<file path="src/rtl/clk_div_pkg.sv">
// clk_div_pkg: controller states and divisor defaults shared by the clock divider
package clk_div_pkg;
  typedef enum logic [1:0] {STOP, RUN, RUN_PEND} state_e;
  localparam int GAME_N    = 50;
  localparam int DISPLAY_N = 4;
endpackage

</file>
<file path="src/rtl/clk_div_ctrl_div_counter.sv">
// div_counter: half-period counter producing the divided clock and its toggle strobe
// ports: run (count enable, 0 clears everything), half (active half-period),
//        boundary (last cycle of a half-period), clk_out, tick (registered outputs)
module div_counter #(
  parameter int WIDTH = 6
) (
  input  logic             clk,
  input  logic             rst,
  input  logic             run,
  input  logic [WIDTH-1:0] half,
  output logic             boundary,
  output logic             clk_out,
  output logic             tick
);
  logic [WIDTH-1:0] cnt_q, cnt_d;
  logic [WIDTH:0]   cnt_inc;
  logic             clk_out_q, clk_out_d, tick_q, tick_d;
  always_comb begin
    // one extra bit so cnt + 1 never wraps before the compare
    cnt_inc   = {1'b0, cnt_q} + {{WIDTH{1'b0}}, 1'b1};
    boundary  = run && (cnt_inc == {1'b0, half});
    cnt_d     = (!run || boundary) ? '0 : cnt_inc[WIDTH-1:0];
    clk_out_d = run ? (clk_out_q ^ boundary) : 1'b0;
    tick_d    = boundary;
  end
  always_ff @(posedge clk) begin
    if (rst) begin
      cnt_q     <= '0;
      clk_out_q <= 1'b0;
      tick_q    <= 1'b0;
    end else begin
      cnt_q     <= cnt_d;
      clk_out_q <= clk_out_d;
      tick_q    <= tick_d;
    end
  end
  assign clk_out = clk_out_q;
  assign tick    = tick_q;
endmodule

</file>
<file path="src/rtl/clk_div_ctrl.sv">
// clk_div_ctrl: run-time reprogrammable clock divider with glitch-free divisor handover
// ports: en (run enable), div_in/div_load (divisor request), div_ack (request now active),
//        div_cur (active half-period), pend (load waiting for a boundary),
//        clk_out (period 2*div_cur), tick (strobe on every clk_out toggle)
module clk_div_ctrl
  import clk_div_pkg::*;
#(
  parameter int WIDTH     = 6,
  parameter int DEFAULT_N = GAME_N
) (
  input  logic             clk,
  input  logic             rst,
  input  logic             en,
  input  logic [WIDTH-1:0] div_in,
  input  logic             div_load,
  output logic             div_ack,
  output logic [WIDTH-1:0] div_cur,
  output logic             pend,
  output logic             clk_out,
  output logic             tick
);
  state_e           state_q, state_d;
  logic [WIDTH-1:0] div_cur_q, div_cur_d, pend_q, pend_d, div_san;
  logic             ack_q, ack_d, run, boundary;
  assign div_san = (div_in == '0) ? WIDTH'(1) : div_in;
  assign run     = (state_q != STOP) && en;
  always_comb begin
    state_d   = state_q;
    div_cur_d = div_cur_q;
    pend_d    = pend_q;
    ack_d     = 1'b0;
    if (state_q == STOP) begin
      state_d = en ? RUN : STOP;
      if (div_load) begin
        div_cur_d = div_san;
        ack_d     = 1'b1;
      end
    end else if (!en) begin
      // stopping flushes any request straight into div_cur; the newest one wins
      state_d = STOP;
      if (div_load || state_q == RUN_PEND) begin
        div_cur_d = div_load ? div_san : pend_q;
        ack_d     = 1'b1;
      end
    end else begin
      // div_cur only changes as cnt returns to 0, so a shorter divisor cannot be overrun
      if (state_q == RUN_PEND && boundary) begin
        div_cur_d = pend_q;
        ack_d     = 1'b1;
        state_d   = RUN;
      end
      if (div_load) begin
        pend_d  = div_san;
        state_d = RUN_PEND;
      end
    end
  end
  always_ff @(posedge clk) begin
    if (rst) begin
      state_q   <= STOP;
      div_cur_q <= WIDTH'(DEFAULT_N);
      pend_q    <= '0;
      ack_q     <= 1'b0;
    end else begin
      state_q   <= state_d;
      div_cur_q <= div_cur_d;
      pend_q    <= pend_d;
      ack_q     <= ack_d;
    end
  end
  div_counter #(.WIDTH(WIDTH)) u_cnt (
    .clk      (clk),
    .rst      (rst),
    .run      (run),
    .half     (div_cur_q),
    .boundary (boundary),
    .clk_out  (clk_out),
    .tick     (tick)
  );
  assign div_ack = ack_q;
  assign div_cur = div_cur_q;
  assign pend    = (state_q == RUN_PEND);
endmodule

</file>
<file path="config.mk">
export PLATFORM = sky130hd
export DESIGN_NAME = clk_div_ctrl
export DESIGN_NICKNAME = d
export VERILOG_FILES = /design/src/rtl/clk_div_pkg.sv /design/src/rtl/clk_div_ctrl_div_counter.sv /design/src/rtl/clk_div_ctrl.sv
export SDC_FILE = /design/constraint.sdc
export NUM_CORES = 1
export LEC_CHECK = 0
export CELL_PAD_IN_SITES_DETAIL_PLACEMENT = 1
export CELL_PAD_IN_SITES_GLOBAL_PLACEMENT = 1
export CORE_ASPECT_RATIO = 1.75
export CORE_UTILIZATION = 41
export DETAILED_ROUTE_END_ITERATION = 16
export HOLD_SLACK_MARGIN = 0.08
export PLACE_DENSITY_LB_ADDON = 0.08
export RECOVER_POWER = 100
export SETUP_SLACK_MARGIN = 0.2
export SLEW_MARGIN = 30
export SYNTH_ARGS = -nofsm -noshare
export SYNTH_HDL_FRONTEND = slang
export SYNTH_SLANG_ARGS = --single-unit
</file>
<file path="constraint.sdc">
create_clock -name clk -period 5.8 [get_ports clk]
set_input_delay 1.16 -clock clk [delete_from_list [all_inputs] [get_ports clk]]
set_output_delay 1.16 -clock clk [all_outputs]
set_load 0.01 [all_outputs]
</file>
==> results of run 1 <==
==> kinds of logic (layout without fill, tap and decap cells) <==
group,count (synthesis),count (layout),synth area share
and+or+nand+nor,53,53,0.230
muxes,14,14,0.134
buffers and inverters,3,23,0.0113
DFF,23,23,0.417
adders and majority gates,1,1,0.0113
AOI/OAI and AO/OA,17,17,0.102
xor gates and xnor gates,12,12,0.0951
==> layer usage <==
metal,part of all wire,vias up
met1,0.43,423
met4,0.027,0
met2,0.52,15
met5,0,-
li1,-,462
met3,0.020,5
==> Yosys cell counts, types with 2 or more instances <==
cell,n,share of area
clkbuf_1,2,0.0068
o21ai_0,5,0.023
dfxtp_1,23,0.42
nand2b_1,3,0.017
mux2i_1,8,0.072
nand2_1,4,0.014
a21oi_1,7,0.032
and3_1,2,0.011
nor2_1,25,0.085
xnor2_1,5,0.040
mux2_2,6,0.061
nor3_1,3,0.014
nand3_1,4,0.018
or2_2,2,0.011
nor2b_1,5,0.028
xor2_1,7,0.055
==> cells in the final DEF, fill, tap and decap left out, types with 4 or more instances in the layout <==
cell type,n
xnor2_1,5
nor2_1,25
clkdlybuf4s50_1,7
nor2b_1,5
nand3_1,4
dlygate4sd3_1,12
o21ai_0,6
a21oi_1,7
mux2i_1,8
dfxtp_1,23
mux2_2,6
nand2_1,4
xor2_1,7
==> state kept, by name (all words and copies together) (netlist names) <==
| name | count |
|---|---|
| u_cnt.cnt_q | 6 |
| div_cur | 6 |
| u_cnt.clk_out | 1 |
| pend_q | 6 |
| u_cnt.tick | 1 |
| div_ack | 1 |
| state_q | 2 |
==> area by class of cell <==
class | instances | area, sq um | share of cell area
multi-input combinational | 97 | 614 | 0.457
clock buffer | 3 | 41.3 | 0.0307
timing repair buffer | 19 | 190 | 0.142
tap | 26 | 32.5 | 0.0242
clock inverter | 1 | 5.00 | 0.00372
sequential | 23 | 460 | 0.343
==> worst paths after layout <==
kind / startpoint / end / slack, ps / cells after the start
max: u_cnt.cnt_q[0] / div_cur[0] / 2880 / 6
min: pend_q[0] / pend_q[0] / 500 / 2
max reg2reg: u_cnt.cnt_q[0] / div_cur[0] / 2880 / 6
min reg2reg: pend_q[0] / pend_q[0] / 500 / 2
==> through the flow <==
| step | setup slack (ps) | power [uW] |
|---|---|---|
| floorplan | 3590 | 203 |
| global placement | 2830 | 225 |
| detailed placement | 2780 | 227 |
| CTS | 3000 | 328 |
| global route | 2630 | 336 |
| finish | 2880 | 319 |
==> worst reg2reg max path, cell delays in order (launching register included) <==
cell,delay [ps]
dfxtp_1,420
ha_1,220
nand3_1,160
xnor2_1,170
or4_1,610
o21ai_0,820
mux2_2,420
==> power groups by stage <==
stage	sequential (uW)	clock (uW)	combinational [uW]
after floorplan	174	0	28.4
after global placement	173	0	51.8
after detailed placement	174	0	53.2
after CTS	170	104	53.5
after global routing	171	111	54.4
final	169	101	49.0
==> key figures, run 1 <==
Floorplan
  – Die height: a little over 70 um
  – Die Wd: 41.2 um
  – I/O pins: 20
  – Core area: 0.00252 sq mm
  – Std cell rows: 24
  – Die area: 0.00291 sq mm
  – Starting Density: 0.438

Yosys
  – Post-synthesis sequential area ratio: 0.417
  – Yosys cell types: 28
  – Mapped Area: roughly 0.0011 sq mm
  – Post-synth top flop: dfxtp_1
  – Syn Inst Count: between 100 and 150
  – Seq cells post-synth: 23
  – Syn Nets: roughly 130
  – Post-synth EDFFs: 0
  – Yosys warnings: 0
  – FFs w/ async S/R, synth: 0
  – Avg Cell Area, Syn: around 9.0 sq um

Layout
  – ANT cells: 0
  – Layout Cells excl Fill: 169
  – Fill cells: roughly 320
  – Area grow syn2layout: 21.6%
  – Fin util: 0.533
  – Post-layout nets: 155
  – Layout cells sized above 1: 0.0839
  – Design area: 0.00134 sq mm

Global route
  – Gr busiest metal: met2
  – Remaining Overflow, GRT: 0
  – Grt met1 use: 0.255
  – Met2 Use GR: 0.319
  – Number of global-route vias before repair: 926
  – Gr usage total: 0.204
  – First-pass GRT wire length: a little over 4000 um
  – Initial antenna violation count: 0
  – GR Util met3: 0.0282
  – Largest net degree at the start of global routing: 21

Clock tree
  – Worst skew pair latency: about 270 ps
  – CTS clk-pin slew, worst paths: roughly 80 ps
  – CTS Hold Bufs: 0
  – Post_cts resized: 0
  – H-tree depth: 1
  – Num CTS Buffers: 3
  – CTS tree: built
  – Clk sinks: 23
  – Setup Fix Bufs, Post-CTS: 0
  – Root Driver: clkbuf_8
  – CTS max path bufs: 2

Route
  – DRC viols: 0
  – Vias per cell: 5.36
  – Wirelength per Cell: 14.1 um
  – ANT nets after route: 0
  – Post-Route WL: 2380 um
  – DR vias: slightly above 900
  – DR pass1 iterations: 2
  – DR iter-0 viols: 9

STA
  – Max-slew headroom: 0.339
  – Max Clock Skew: 0.961 ps
  – Hold_ws: about 500 ps
  – Worst-margin pin slew: 981 ps
  – RSZ-0062 raised after global routing: false
  – Max-slew violation count: 0
  – Final hold violations: 0
  – Tcrit/Tclk final: 0.504
  – Minimum clock period after layout: 2920 ps
  – Final setup vio count: 0
  – Setup TNS: 0 ps
  – FMAX: around 340 MHz

Outcome
  – Outcome: finished clean

Power and ir drop
  – Internal power: between 200 and 250 uW
  – Psw: 81.3 uW
  – LEAKAGE: about 0.00055 uW
  – Net Sw Frac: 0.255
  – Pwr dens: about 240 mW/mm^2
  – Peak VDD IR: 0.159 mV
  – Sequential Power Share: 0.531
  – Clk pwr share: 0.316
  – Comb pwr share: 0.153

Critical path
  – Peak fanout along the critical path: 7
  – WP buf/inv: 0
  – Crit path DAT: around 3000 ps
  – CP Class: reg -> reg
  – Worst-path cell chain: ha_1 > nand3_1 > xnor2_1 > or4_1 > o21ai_0 > mux2_2
  – CP startpoint kind: flop
  – Crit-path leading delay family: compound AO/OA/AOI/OAI gates
  – Slowest-stage cell, CP: o21ai_0
  – WP data required: 5960 ps
  – Setup crit end kind: flop
  – Worst path max stage delay: 820 ps

Worst hold path
  – Worst hold path class: reg -> reg

Placed design
  – Final GP Congestion: 0.720
  – Inst Count DP: approximately 170
  – Post-detail-place hpwl: ~1900 um
  – Port bufs: 19
  – Placed instance area: 0.00132 sq mm

Job
  – Max-Cap Viols: 0
Note: power is estimated with default switching activity, not from simulation.
==> run 2, diff against run 1 <==
--- a/config.mk
+++ b/config.mk
@@ -8,7 +8,7 @@
 export CELL_PAD_IN_SITES_DETAIL_PLACEMENT = 1
 export CELL_PAD_IN_SITES_GLOBAL_PLACEMENT = 1
 export CORE_ASPECT_RATIO = 1.75
-export CORE_UTILIZATION = 41
+export CORE_UTILIZATION = 34
 export DETAILED_ROUTE_END_ITERATION = 16
 export HOLD_SLACK_MARGIN = 0.08
 export PLACE_DENSITY_LB_ADDON = 0.08
==> constraint.sdc (replaced) <==
create_clock -name clk -period 2.5 [get_ports clk]
set_input_delay 0.5 -clock clk [delete_from_list [all_inputs] [get_ports clk]]
set_output_delay 0.5 -clock clk [all_outputs]
set_load 0.01 [all_outputs]
==> run 2 against run 1 <==
Compared with the run above: clock skew about the same; non-clock buffer count increased by 4; sequential power increased by 130%; clock power increased by 120%.
==> key figures, run 2 (synthesis gave the netlist of run 1 again) <==
Outcome
  – Outcome: finished clean

Route
  – DR iter-0 viols: 8
  – DR vias: roughly 930
  – Vias per cell: slightly below 5
  – DR pass1 iterations: 3
  – Wirelength per Cell: roughly 13 um
  – DRC viols: 0
  – ANT nets after route: 0
  – Post-Route WL: 2410 um

STA
  – Minimum clock period after layout: ~2200 ps
  – Max-slew violation count: 0
  – Max-slew headroom: 0.690
  – Final setup vio count: 0
  – Max Clock Skew: 0.744 ps
  – RSZ-0062 raised after global routing: false
  – Setup TNS: 0 ps
  – Hold_ws: between 400 and 500 ps
  – FMAX: roughly 450 MHz
  – Worst-margin pin slew: between 400 and 500 ps
  – Final hold violations: 0
  – Setup ws final: approximately 290 ps
  – Tcrit/Tclk final: 0.886

Layout
  – Most frequent cells in the layout: nor2_1 (25), dfxtp_1 (23), dlygate4sd3_1 (11)
  – Fill cells: about 400
  – Commonest non-fill, non-tap cell in the layout: nor2_1
  – Post-layout nets: 159
  – Layout cells sized above 1: 0.102
  – Layout Cells excl Fill: 190
  – Area grow syn2layout: 26.8%
  – ANT cells: 0

Critical path
  – CP most frequent cell: nor2_1
  – CP Class: reg -> out
  – Slowest-stage cell, CP: dlygate4sd3_1
  – Worst path max stage delay: approximately 630 ps
  – WP data required: roughly 2000 ps
  – Peak fanout along the critical path: 6
  – Setup crit end kind: output pin
  – Worst-path cell chain: nor2_1 > nor2_1 > dlygate4sd3_1
  – Reg2reg start: u_cnt.cnt_q[0]
  – Crit path DAT: ~1700 ps
  – CP startpoint kind: flop
  – Crit path from: state_q[0]

Floorplan
  – Die area: 0.00349 sq mm
  – Core area: 0.00311 sq mm
  – Die Wd: 45.1 um
  – Std cell rows: 27
  – Starting Density: 0.355
  – I/O pins: 20
  – Die height: around 77 um

Power and ir drop
  – Clk pwr share: 0.304
  – Peak VDD IR: around 0.36 mV
  – Internal power: around 560 uW
  – Psw: 180 uW
  – Pwr dens: about 530 mW/mm^2
  – Comb pwr share: 0.165
  – Net Sw Frac: 0.243
  – Sequential Power Share: 0.532
  – LEAKAGE: ~0.00057 uW

Clock tree
  – CTS tree: built
  – Root Driver: clkbuf_8
  – H-tree depth: 1
  – Worst skew pair latency: 260 ps
  – CTS Hold Bufs: 0
  – CTS max path bufs: 2
  – Clk sinks: 23
  – Num CTS Buffers: 3
  – CTS clk-pin slew, worst paths: 80 ps

Global route
  – Met2 Use GR: 0.300
  – Remaining Overflow, GRT: 0
  – Number of global-route vias before repair: between 1,000 and 1,500
  – Largest net degree at the start of global routing: 20
  – Gr busiest metal: met2
  – First-pass GRT wire length: approximately 4300 um
  – Initial antenna violation count: 0
  – Gr usage total: 0.163
  – GR Util met3: 0.0209
  – Grt met1 use: 0.179

Placed design
  – DP Worst Slack: around 210 ps
  – Port bufs: 19
  – Post-detail-place hpwl: around 2000 um
  – Final GP Congestion: between 0.8 and 0.9
  – Inst Count DP: about 190

Worst hold path
  – Worst hold path class: reg -> reg
  – Min-delay src: u_cnt.clk_out

Job
  – Max-Cap Viols: 0
[run 2: cell count changes in the layout (fill, tap and decap cells not counted), sizes merged]
cell | previous run | this run
buf | 0 | 2
clkbuf | 3 | 6
clkdlybuf4s50 | 7 | 8
clkinv | 1 | 0
dlygate4sd3 | 12 | 11
[run 2: worst paths after layout]
kind                   end  slack, ps  depth (start not counted)
max                   pend        290                          3
min          u_cnt.clk_out        490                          2
max reg2reg     state_q[0]        310                          6
min reg2reg  u_cnt.clk_out        490                          2
[run 2: timing repair]
action,4_1_cts,5_1_grt
resized for setup,1,0
endpoints found under the hold margin,0,0
setup endpoints to repair,3,0
setup buffers,0,0
[run 2: power by group through the flow]
stage | registers (uW) | clock network, uW | logic (uW)
floorplan | 404 | 0 | 65.8
global route | 395 | 253 | 134
CTS | 394 | 240 | 131
global placement | 402 | 0 | 127
detailed placement | 403 | 0 | 130
finish | 393 | 224 | 122
[run 2: metal layers]
metal	wire length, um	vias to the layer above	share of wire
met3	43	4	0.018
met5	0	-	0
met2	1380	15	0.57
li1	-	470	-
met1	959	444	0.40
met4	31	0	0.013
[run 2: final cells by class]
class / count / area, sq um / area share
well taps: 43 / 53.8 / 0.0384
multi-input cells: 97 / 629 / 0.449
repair buffers: 23 / 213 / 0.152
flip-flops and latches: 23 / 460 / 0.329
clock buffers: 4 / 45.0 / 0.0321
[run 2: worst max-delay path: cells and delay by family (launching register included)]
kind	cells	cell delay, ps
flip-flops	1	360
AND/OR/NAND/NOR	2	470
buffers and inverters	1	630
[run 2: stage by stage]
stage	total power (uW)	cell area (sq um)	utilization
floorplan	470	1100	-
global placement	529	1370	0.440
detailed placement	533	1370	0.440
CTS	766	1420	0.455
global route	782	1400	0.451
finish	739	1400	0.451
==> run 3, diff against run 2 <==
--- a/config.mk
+++ b/config.mk
@@ -8,8 +8,9 @@
 export CELL_PAD_IN_SITES_DETAIL_PLACEMENT = 1
 export CELL_PAD_IN_SITES_GLOBAL_PLACEMENT = 1
 export CORE_ASPECT_RATIO = 1.75
-export CORE_UTILIZATION = 34
+export CORE_UTILIZATION = 42
 export DETAILED_ROUTE_END_ITERATION = 16
+export DONT_BUFFER_PORTS = 1
 export HOLD_SLACK_MARGIN = 0.08
 export PLACE_DENSITY_LB_ADDON = 0.08
 export RECOVER_POWER = 100
@@ -17,4 +18,5 @@
 export SLEW_MARGIN = 30
 export SYNTH_ARGS = -nofsm -noshare
 export SYNTH_HDL_FRONTEND = slang
+export SYNTH_HIERARCHICAL = 1
 export SYNTH_SLANG_ARGS = --single-unit
==> run 3 against run 2 <==
Compared with the run above: die area shrank 17%; synthesized cell count shrank 11%; final cell count shrank 24%; clock power grew 3%; cell area shrank 9.5%; routed wire length grew 4.4%; non-clock buffer count shrank 16; critical path type is now reg -> reg; highest routed layer unchanged.
==> key figures, run 3 <==
Outcome
  – Outcome: finished clean

Global route
  – Gr usage total: 0.194
  – First-pass GRT wire length: ~3800 um
  – Number of global-route vias before repair: between 800 and 900
  – Initial antenna violation count: 0
  – Remaining Overflow, GRT: 0
  – Largest net degree at the start of global routing: 14

Layout
  – Area of the multi-input gates: 668 sq um
  – Post-layout nets: roughly 130
  – Most frequent cells in the layout: dfxtp_1 (21), nor2_1 (15), mux2i_1 (10)
  – Area grow syn2layout: 13.3%
  – Layout cells sized above 1: 0.235
  – ANT cells: 0
  – Commonest non-fill, non-tap cell in the layout: dfxtp_1
  – Storage element area: 465 sq um
  – Layout Cells excl Fill: approximately 150
  – Fill cells: roughly 280
  – Fin util: 0.503

Floorplan
  – Std cell rows: 24
  – Die area: between 0.002 and 0.003 sq mm
  – Starting Density: 0.444
  – Die height: around 70 um
  – I/O pins: 20
  – Core area: roughly 0.0025 sq mm
  – Die Wd: ~40 um

Placed design
  – Port bufs: 0
  – Inst Count DP: roughly 140
  – Final GP Congestion: roughly 0.69
  – DP Worst Slack: -83.6 ps
  – Post-detail-place hpwl: ~2000 um

Route
  – DR pass1 iterations: 3
  – Vias per cell: roughly 5.7
  – DRC viols: 0
  – DR vias: between 800 and 900
  – DR iter-0 viols: 6
  – Wirelength per Cell: 17.3 um
  – ANT nets after route: 0
  – Post-Route WL: about 2500 um

STA
  – Max Clock Skew: 1.39 ps
  – Max-slew violation count: 0
  – Tcrit/Tclk final: 0.970
  – Final setup vio count: 0
  – RSZ-0062 raised after global routing: true
  – Setup ws final: between 70 and 80 ps
  – Final hold violations: 0
  – Worst-margin pin slew: just under 500 ps
  – FMAX: 412 MHz
  – Max-slew headroom: 0.668
  – Minimum clock period after layout: approximately 2400 ps
  – Setup TNS: 0 ps

Clock tree
  – Num CTS Buffers: 3
  – CTS tree: built
  – Worst skew pair latency: 260 ps
  – CTS clk-pin slew, worst paths: about 80 ps
  – Root Driver: clkbuf_8
  – CTS Hold Bufs: 0
  – CTS max path bufs: 2
  – H-tree depth: 1
  – Clk sinks: 23

Yosys
  – Mapped Area: around 0.0011 sq mm
  – Post-synthesis sequential area ratio: 0.411
  – Area leader, netlist: dfxtp_1
  – Syn Nets: between 100 and 150
  – Post-synth top flop: dfxtp_1
  – FFs w/ async S/R, synth: 0
  – Count leader, synth: dfxtp_1
  – Post-synth EDFFs: 0
  – Yosys cell types: 38
  – Yosys warnings: 6
  – Seq cells post-synth: 23
  – Post-synth top cells: dfxtp_1 (23), nor2_1 (16), mux2i_1 (10), xnor2_1 (7), nand2_1 (6)
  – Avg Cell Area, Syn: 10.2 sq um
  – Synth top area cells: dfxtp_1 (41%), mux2i_1 (8.9%), xnor2_1 (5.5%)
  – Syn Inst Count: 110
  – Post-synth top area share: 0.411

Critical path
  – R2r setup slk: 70 ps
  – CP startpoint kind: flop
  – Slowest-stage cell, CP: a221o_2
  – Crit path DAT: between 2000 and 3000 ps
  – Worst-path cell chain: ha_4 > xor2_1 > a311o_1 > nand4b_4 > nor3b_4 > and2b_2 > a221o_2 > nand2_2 > o211ai_1
  – Worst path max stage delay: about 450 ps
  – Peak fanout along the critical path: 8
  – CP Class: reg -> reg
  – WP data required: between 2000 and 3000 ps
  – Setup crit end kind: flop

Power and ir drop
  – Pwr dens: 562 mW/mm^2
  – Psw: approximately 180 uW
  – Clk pwr share: 0.324
  – Net Sw Frac: 0.253
  – Comb pwr share: 0.117
  – Internal power: 533 uW
  – Peak VDD IR: between 0.3 and 0.4 mV
  – LEAKAGE: 0.000523 uW
  – Sequential Power Share: 0.559

Worst hold path
  – Worst hold path class: in -> reg

Job
  – Max-Cap Viols: 0
[run 3: cell types whose count changed after synthesis, sizes merged, moves of 4 or more]
cell and change:
mux2 -6, nand3 -4, nor2 -9, nor2b -5, o21ai -5, xor2 -5
[run 3: path summary, 6_finish.rpt]
check	endpoint	startpoint	cells after the start
worst max-delay path	div_cur[4]	u_cnt/cnt_q[1]	9
worst min register to register	pend_q[1]	pend_q[1]	2
worst min-delay path	div_cur[0]	rst	1
worst max register to register	div_cur[4]	u_cnt/cnt_q[1]	9
[run 3: final cells by class]
type | count | area share
multi-input cells | 83 | 0.527
flip-flops and latches | 23 | 0.367
repair buffers | 7 | 0.0385
clock buffers | 3 | 0.0325
well taps | 26 | 0.0256
inverters | 2 | 0.00592
clock inverters | 1 | 0.00394
[run 3: timing repair]
action	CTS	global route
hold endpoints to repair	0	0
pin swaps	5	2
endpoints found under the setup margin	7	7
buffers inserted	5	0
gates resized for setup	5	1
cloned	0	0
[run 3: kinds of logic (layout without fill, tap and decap cells)]
logic type	count (synthesis)	after routing	share of synthesized area
simple gates	42	42	0.218
fa+ha+maj	1	1	0.0112
xor+xnor	11	11	0.115
flops	23	23	0.411
compound gates	19	19	0.127
mux	10	10	0.0894
buf+inv	4	13	0.0279
[run 3: routing by layer]
metal | GRT usage | routed length (um)
met1 | 0.187 | 867
met2 | 0.356 | 1520
met3 | 0.0349 | 84
met4 | 0.0778 | 44
met5 | 0 | 0
[run 3: worst max-delay path: cells and delay by family (launching register included)]
kind	cells	cell delay [ps]
AO/OA/AOI/OAI	3	820
AND/OR/NAND/NOR	4	750
flip-flops	1	340
XOR/XNOR	1	160
adder cells (fa/ha/maj)	1	230
[run 3: stage by stage]
| step | cell area [sq um] | total power, uW | hold WS (ps) |
|---|---|---|---|
| after floorplan | 1140 | 470 | 446 |
| after global placement | 1160 | 482 | 453 |
| after detailed placement | 1160 | 485 | 472 |
| after CTS | 1270 | 718 | 291 |
| after global routing | 1270 | 742 | 282 |
| final | 1270 | 713 | 295 |
[run 3: power by group through the flow]
| stage | Sequential [uW] | Clock, uW | Combinational (uW) |
|---|---|---|---|
| 2_1_floorplan | 404 | 0 | 65.6 |
| 3_3_place_gp | 407 | 0 | 74.4 |
| 3_5_place_dp | 408 | 0 | 76.6 |
| 4_1_cts | 399 | 235 | 84.4 |
| 5_1_grt | 401 | 250 | 91.4 |
| 6_report | 399 | 231 | 83.2 |
